File: config.mk
export PLATFORM = sky130hd
export DESIGN_NAME = hazard_forward_pc
export DESIGN_NICKNAME = d
export VERILOG_FILES = /design/src/rtl/hazard_forward_pc.sv
export SDC_FILE = /design/constraint.sdc
export NUM_CORES = 1
export LEC_CHECK = 0
export BUFFER_PORTS_ARGS = -buffer_cell sky130_fd_sc_hd__buf_2
export CORE_AREA = 3 3 110 112
export DETAILED_ROUTE_END_ITERATION = 8
export DIE_AREA = 0 0 113 115
export SLEW_MARGIN = 40
export SYNTH_ARGS = -nofsm -noshare
export SYNTH_HDL_FRONTEND = slang
export SYNTH_SLANG_ARGS = --single-unit
File: constraint.sdc
create_clock -name clk -period 2.95 [get_ports clk]
set_input_delay 0.295 -clock clk [delete_from_list [all_inputs] [get_ports clk]]
set_output_delay 0.295 -clock clk [all_outputs]
set_load 0.02 [all_outputs]
File: src/rtl/hazard_forward_pc.sv
// Fetch PC register plus EX-stage operand forwarding for a 5-stage RV32 pipeline.
// Only the PC is stateful; forward selects and operand muxes are combinational.
module hazard_forward_pc #(
  parameter int unsigned      WIDTH    = 32,
  parameter logic [WIDTH-1:0] RESET_PC = '0
) (
  input  logic             clk,
  input  logic             reset,
  input  logic             pc_en,
  input  logic [WIDTH-1:0] pc_next,
  output logic [WIDTH-1:0] pc,
  input  logic [4:0]       rs1E,
  input  logic [4:0]       rs2E,
  input  logic [4:0]       rdM,
  input  logic [4:0]       rdW,
  input  logic             writesregM,
  input  logic             writesregW,
  input  logic             alusrcimmE,
  input  logic [WIDTH-1:0] srcaE,
  input  logic [WIDTH-1:0] srcbE,
  input  logic [WIDTH-1:0] srcM,
  input  logic [WIDTH-1:0] srcW,
  output logic [1:0]       forwardAE,
  output logic [1:0]       forwardBE,
  output logic [WIDTH-1:0] srcaHazard,
  output logic [WIDTH-1:0] srcbHazard
);

  localparam logic [1:0] FwdEx  = 2'b00;
  localparam logic [1:0] FwdWb  = 2'b01;
  localparam logic [1:0] FwdMem = 2'b10;

  logic [WIDTH-1:0] pc_q;

  always_ff @(posedge clk) begin
    if (reset) begin
      pc_q <= RESET_PC;
    end else if (pc_en) begin
      pc_q <= pc_next;
    end
  end

  assign pc = pc_q;

  logic hit_a_mem, hit_a_wb, hit_b_mem, hit_b_wb;

  // x0 is hardwired zero, so a write to it must never be forwarded.
  assign hit_a_mem = writesregM && (rdM != 5'd0) && (rdM == rs1E);
  assign hit_a_wb  = writesregW && (rdW != 5'd0) && (rdW == rs1E);
  assign hit_b_mem = writesregM && (rdM != 5'd0) && (rdM == rs2E);
  assign hit_b_wb  = writesregW && (rdW != 5'd0) && (rdW == rs2E);

  // MEM holds the younger producer, so it wins over WB.
  always_comb begin
    forwardAE = FwdEx;
    if (hit_a_mem) begin
      forwardAE = FwdMem;
    end else if (hit_a_wb) begin
      forwardAE = FwdWb;
    end
  end

  // An immediate operand B must never be replaced by a forwarded register value.
  always_comb begin
    forwardBE = FwdEx;
    if (!alusrcimmE) begin
      if (hit_b_mem) begin
        forwardBE = FwdMem;
      end else if (hit_b_wb) begin
        forwardBE = FwdWb;
      end
    end
  end

  // Reserved code 2'b11 falls through to the EX value.
  always_comb begin
    srcaHazard = srcaE;
    case (forwardAE)
      FwdMem:  srcaHazard = srcM;
      FwdWb:   srcaHazard = srcW;
      default: srcaHazard = srcaE;
    endcase
  end

  always_comb begin
    srcbHazard = srcbE;
    case (forwardBE)
      FwdMem:  srcbHazard = srcM;
      FwdWb:   srcbHazard = srcW;
      default: srcbHazard = srcbE;
    endcase
  end

endmodule

Yosys cells after proc, flatten, opt, wreduce, memory -nomap -nowiden

Cells that the tools add are included.

Bits in writable memories: 0
Latch bits: 0
Input port bits: 186
Bits in registers: 32
Word-level logic and storage cells: 24
Bits in read-only memories: 0
Memories: 0

Equality and inequality tests: 8
Divide/modulo/power cells: 0
Bitwise operators: 0
Add/sub/neg operators: 0
Shift operators: 0
$lt $le $gt $ge: 0
Reduce and logical (&&, ||, !) cells: 8
Mux-type cells: 7
Multipliers: 0

Operators by type and width:

| kind               | count |
|---|---|
| $pmux 32 s2        | 2 |
| $eq 5x5->1         | 4 |
| $reduce_bool 5->1  | 2 |
| $logic_and 1x1->1  | 6 |
| $mux 2             | 3 |
| $eq 2x1->1 const B | 2 |
| $eq 2x2->1 const B | 2 |
| $mux 1             | 2 |

Depth between registers and ports, before layout

Depth in word-level cells: 8
Gate-level depth with buffers: 10
Gate-level depth less buffers: 7

Worst setup path after synthesis

OpenSTA, ideal clock, no wires.

Path type: input to output
Start: input port rdW[1]
End: output port srcbHazard[23]
Setup slack: -0.145 ns
Path buffers: 4
Arrival: 2.800 ns
Cell stages on the path: 9
Path through: or4_1 o21a_1 clkbuf_1 clkbuf_1 and4_1 ha_1 clkbuf_1 clkbuf_1 o21ai_0

Longest elaborated chain between the ends: 8

Ends and longest elaborated chain:

| element                                  | line | text |
|---|---|---|
| from (decl)                              | 15   | `input logic [4:0] rdW,` |
| $reduce_bool 5->1                        | 51   | `assign hit_b_wb = writesregW && (rdW != 5'd0) && (rdW == rs2E);` |
| $logic_and 1x1->1                        | 51   |  |
| $logic_and 1x1->1 (*)                    | 51   |  |
| $mux 1 (*)                               | 69   | `end else if (hit_b_wb) begin` |
| $mux 2 (*)                               | 67   | `if (hit_b_mem) begin` |
| $mux 2 (*)                               | 66   | `if (!alusrcimmE) begin` |
| net forwardBE[0]                         | 24   | `output logic [1:0] forwardBE,` |
| $eq 2x1->1 or $eq 2x2->1 (tied branches) | 87   | `case (forwardBE)` |
| $pmux 32 s2 (*)                          | 87   |  |
| to (decl)                                | 26   | `output logic [WIDTH-1:0] srcbHazard` |

The timed path passes the listed nets; every way through them passes the cells marked *.

Final worst setup path

Start: input port rdM[0]
End: output port srcbHazard[7]

Longest elaborated chain between the ends: 7

Ends and longest elaborated chain:

| element                                  | line | text |
|---|---|---|
| from (decl)                              | 14   | `input logic [4:0] rdM,` |
| $reduce_bool 5->1                        | 50   | `assign hit_b_mem = writesregM && (rdM != 5'd0) && (rdM == rs2E);` |
| $logic_and 1x1->1                        | 50   |  |
| $logic_and 1x1->1 (*)                    | 50   |  |
| $mux 2 (*)                               | 67   |  |
| $mux 2 (*)                               | 66   |  |
| $eq 2x1->1 or $eq 2x2->1 (tied branches) | 87   |  |
| $pmux 32 s2 (*)                          | 87   |  |

Every way passes the cells marked *; elsewhere a longest branch is shown, timed or not.

==> flow_summary_export.csv <==
group,metric,value,unit
run_status,outcome,"completed",
timing,min_period,2760,ps
detailed_routing,antenna_left,0,
setup_path,r2r_start,"pc[12]",
detailed_routing,drc_errors,0,
finish,diodes,0,
setup_path,cp-endpoint,"srcbHazard[7]",
detailed_routing,wl,15000,um
grt,antenna_found_initial,4,
grt,grt_max_degree,35,
setup_path,r2r_cells,2,
power,irDropWorstVdd,0.405,mV
clocking,cts-resized-gates,1,
detailed_routing,detail_route.wl_per_cell,18.5,um
die,die_area,13000,um^2
setup_path,cp.depth,10,
timing,rsz0062_at_grt,"false",
logic_synthesis,syn_inst,416,
setup_path,cpLargestDelayFamily,"simple AND/OR/NAND/NOR gates",
setup_path,start_kind,"input port",
grt,grt_pass1_vias,4275,
setup_path,r2r_end,"pc[12]",
finish,multi_input_area,2120,um^2
timing,setup_viol,0,
clocking,clock_latency,270,ps
finish,final_nets,855,
grt,grt_pass1_wl,22400,um
timing,fmax,363,MHz
clocking,cts_buffers,5,
detailed_routing,num_vias,4452,
power,total_power,1.68,mW
timing,finalHoldViolations,0,
die,die_y,115,um
clocking,h-tree-depth,2,
timing,maxSlewViolCount,0,
logic_synthesis,synth_enable_flop_cells,0,
setup_path,setup.worst_path.class,"in -> out",
clocking,tritoncts,"done",
timing,fin_crit_sh,93.4,%
placement,port_buffers,285,
setup_path,arrival,2460,ps
logic_synthesis,synth_commonest_cells,"clkbuf_1 (36), nor2_1 (35), nand4_1 (34), nor3_1 (33), o21ai_0 (33)",
setup_path,critical-path-max-stage-delay,560,ps
setup_path,cpMaxStageDelayCell,"or4_1",
finish,largest_reg_flops,32,
timing,slew_headroom,48.7,%
power,power_leakage,2.23,nW
setup_path,required,2650,ps
logic_synthesis,synth_cell_type_count,29,
finish,fillers,1205,
die,coreArea,11300,um^2
setup_path,cp-end-kind,"output port",
timing,tightest_slew,770,ps
setup_path,rrSetupSlack,2310,ps
setup_path,crit_chain,"buf_2, xnor2_1, nand3_1, or4_1, or2_2, ha_4, buf_12, nand2_1, o21ai_1, buf_2",
die,rows,39,
finish,layout-drive-gt1-share,46.7,%
clocking,path_clk_slew,50,ps
detailed_routing,routed_via_density,5.49,
finish,syn_to_final_growth,57.9,%
clocking,cts_buffer_depth,2,
flow_run,cap_viol_max_count,0,
logic_synthesis,synth_largest_area_cell,"dfxtp_1",
die,die_w,113,um
logic_synthesis,synth_area_per_cell,7.12,um^2
clocking,ctsHoldBuffers,0,
timing,setup_tns,0,ps
detailed_routing,first_iter_violations,397,
setup_path,path_buf_inv,3,
die,start_util,26.1,%
logic_synthesis,ys_ff_latch,32,
clocking,post-cts-setup-buffers,0,
detailed_routing,drtPass1Iterations,5,
logic_synthesis,synth-seq-area-share,21.6,%
clocking,cts_root_buf,"clkbuf_16",
timing,skew,0,ps
logic_synthesis,yosysWarnings,0,
logic_synthesis,synth.top_cell.area_share,21.6,%
min_path,holdCritPathClass,"in -> reg",
logic_synthesis,synth.most_common_cell,"clkbuf_1",
setup_path,path_common_cell,"buf_2",
logic_synthesis,synthTopCellsByArea,"dfxtp_1 (22%), mux2i_1 (11%), a22oi_1 (8.1%), o31ai_1 (8.1%), nand4_1 (7.2%)",
logic_synthesis,synthArstFlopShare,0,%
finish,ff_latch_area,641,um^2
die,io_pins,286,
clocking,clock-sinks,32,
grt,grt-ovfl-total,0,
logic_synthesis,synth_area,2960,um^2
placement,place.gp.congestion,0.946,
logic_synthesis,ys.flop_type,"dfxtp_1",
setup_path,cp_max_fo,30,
grt,grt_use_total,21.1,%
placement,dp_hpwl,11600,um
setup_path,crit_start,"rdM[0]",
logic_synthesis,syn_nets,604,
power,power_density,360,nW/um^2
-- cells in the final DEF, fill, tap and decap left out, types with 12 or more instances in the layout --
cell and instances:
buf_2 284, a31oi_1 32, nand4_1 34, o31ai_1 32, mux2i_1 32, nand2_1 32, dfxtp_1 32, nor3_1 32
nor2_1 34, a22oi_1 32, xor2_1 12, o21ai_1 32
-- tightest hold or removal path, delay by kind of cell --
| family | cells | cell delay (ps) |
|---|---|---|
| buffers and inverters | 1 | 70 |
| multiplexers | 1 | 50 |
| AND/OR/NAND/NOR | 1 | 70 |
-- kinds of logic after synthesis --
family	synth area share, %
and+or+nand+nor	24.0
AOI/OAI and AO/OA	29.5
buffers and inverters	7.27
muxes	10.8
DFF	21.6
xor gates and xnor gates	5.92
adders and majority gates	0.845
-- metal layers --
| metal | global-route usage, % | up-vias | routed length, um |
|---|---|---|---|
| li1 | - | 2085 | - |
| met5 | 0 | - | 52 |
| met4 | 8.01 | 8 | 433 |
| met3 | 4.95 | 39 | 1360 |
| met2 | 38.3 | 253 | 7600 |
| met1 | 24.1 | 2067 | 5520 |
-- worst min path at each step --
stage                     start      to  slack, ps  cells past startpoint
CTS                 pc_next[17]  pc[17]        260                      3
detailed placement       pc[22]  pc[22]        480                      2
finish              pc_next[17]  pc[17]        260                      3
global placement         pc[31]  pc[31]        470                      2
global route        pc_next[15]  pc[15]        270                      3
floorplan                 reset  pc[10]        370                      1
-- through the flow --
| step | setup slack, ps | area, um^2 | instances | hold WS (ps) | utilization, % |
|---|---|---|---|---|---|
| 6_report | 195 | 4670 | 811 | 261 | 41.3 |
| 5_1_grt | 95.7 | 4670 | 811 | 270 | 41.3 |
| 4_1_cts | 183 | 4670 | 811 | 257 | 41.3 |
| 3_5_place_dp | -11.0 | 4500 | 803 | 476 | 39.7 |
| 3_3_place_gp | 27.5 | 4500 | 803 | 468 | 39.7 |
| 2_1_floorplan | 32.7 | 2970 | 416 | 367 | - |
-- report_power, final --
group,internal [mW],switching [mW]
combinational,0.244,0.401
sequential,0.459,0.0128
clock,0.396,0.170
-- layout make-up --
cell class | instances | share of cell area (%)
clock buffer | 6 | 2.76
sequential | 32 | 13.7
inverter | 1 | 0.0803
tap | 143 | 3.83
multi-input combinational | 331 | 45.5
clock inverter | 2 | 0.750
timing repair buffer | 296 | 33.4
Note: power is estimated with default switching activity, not from simulation.
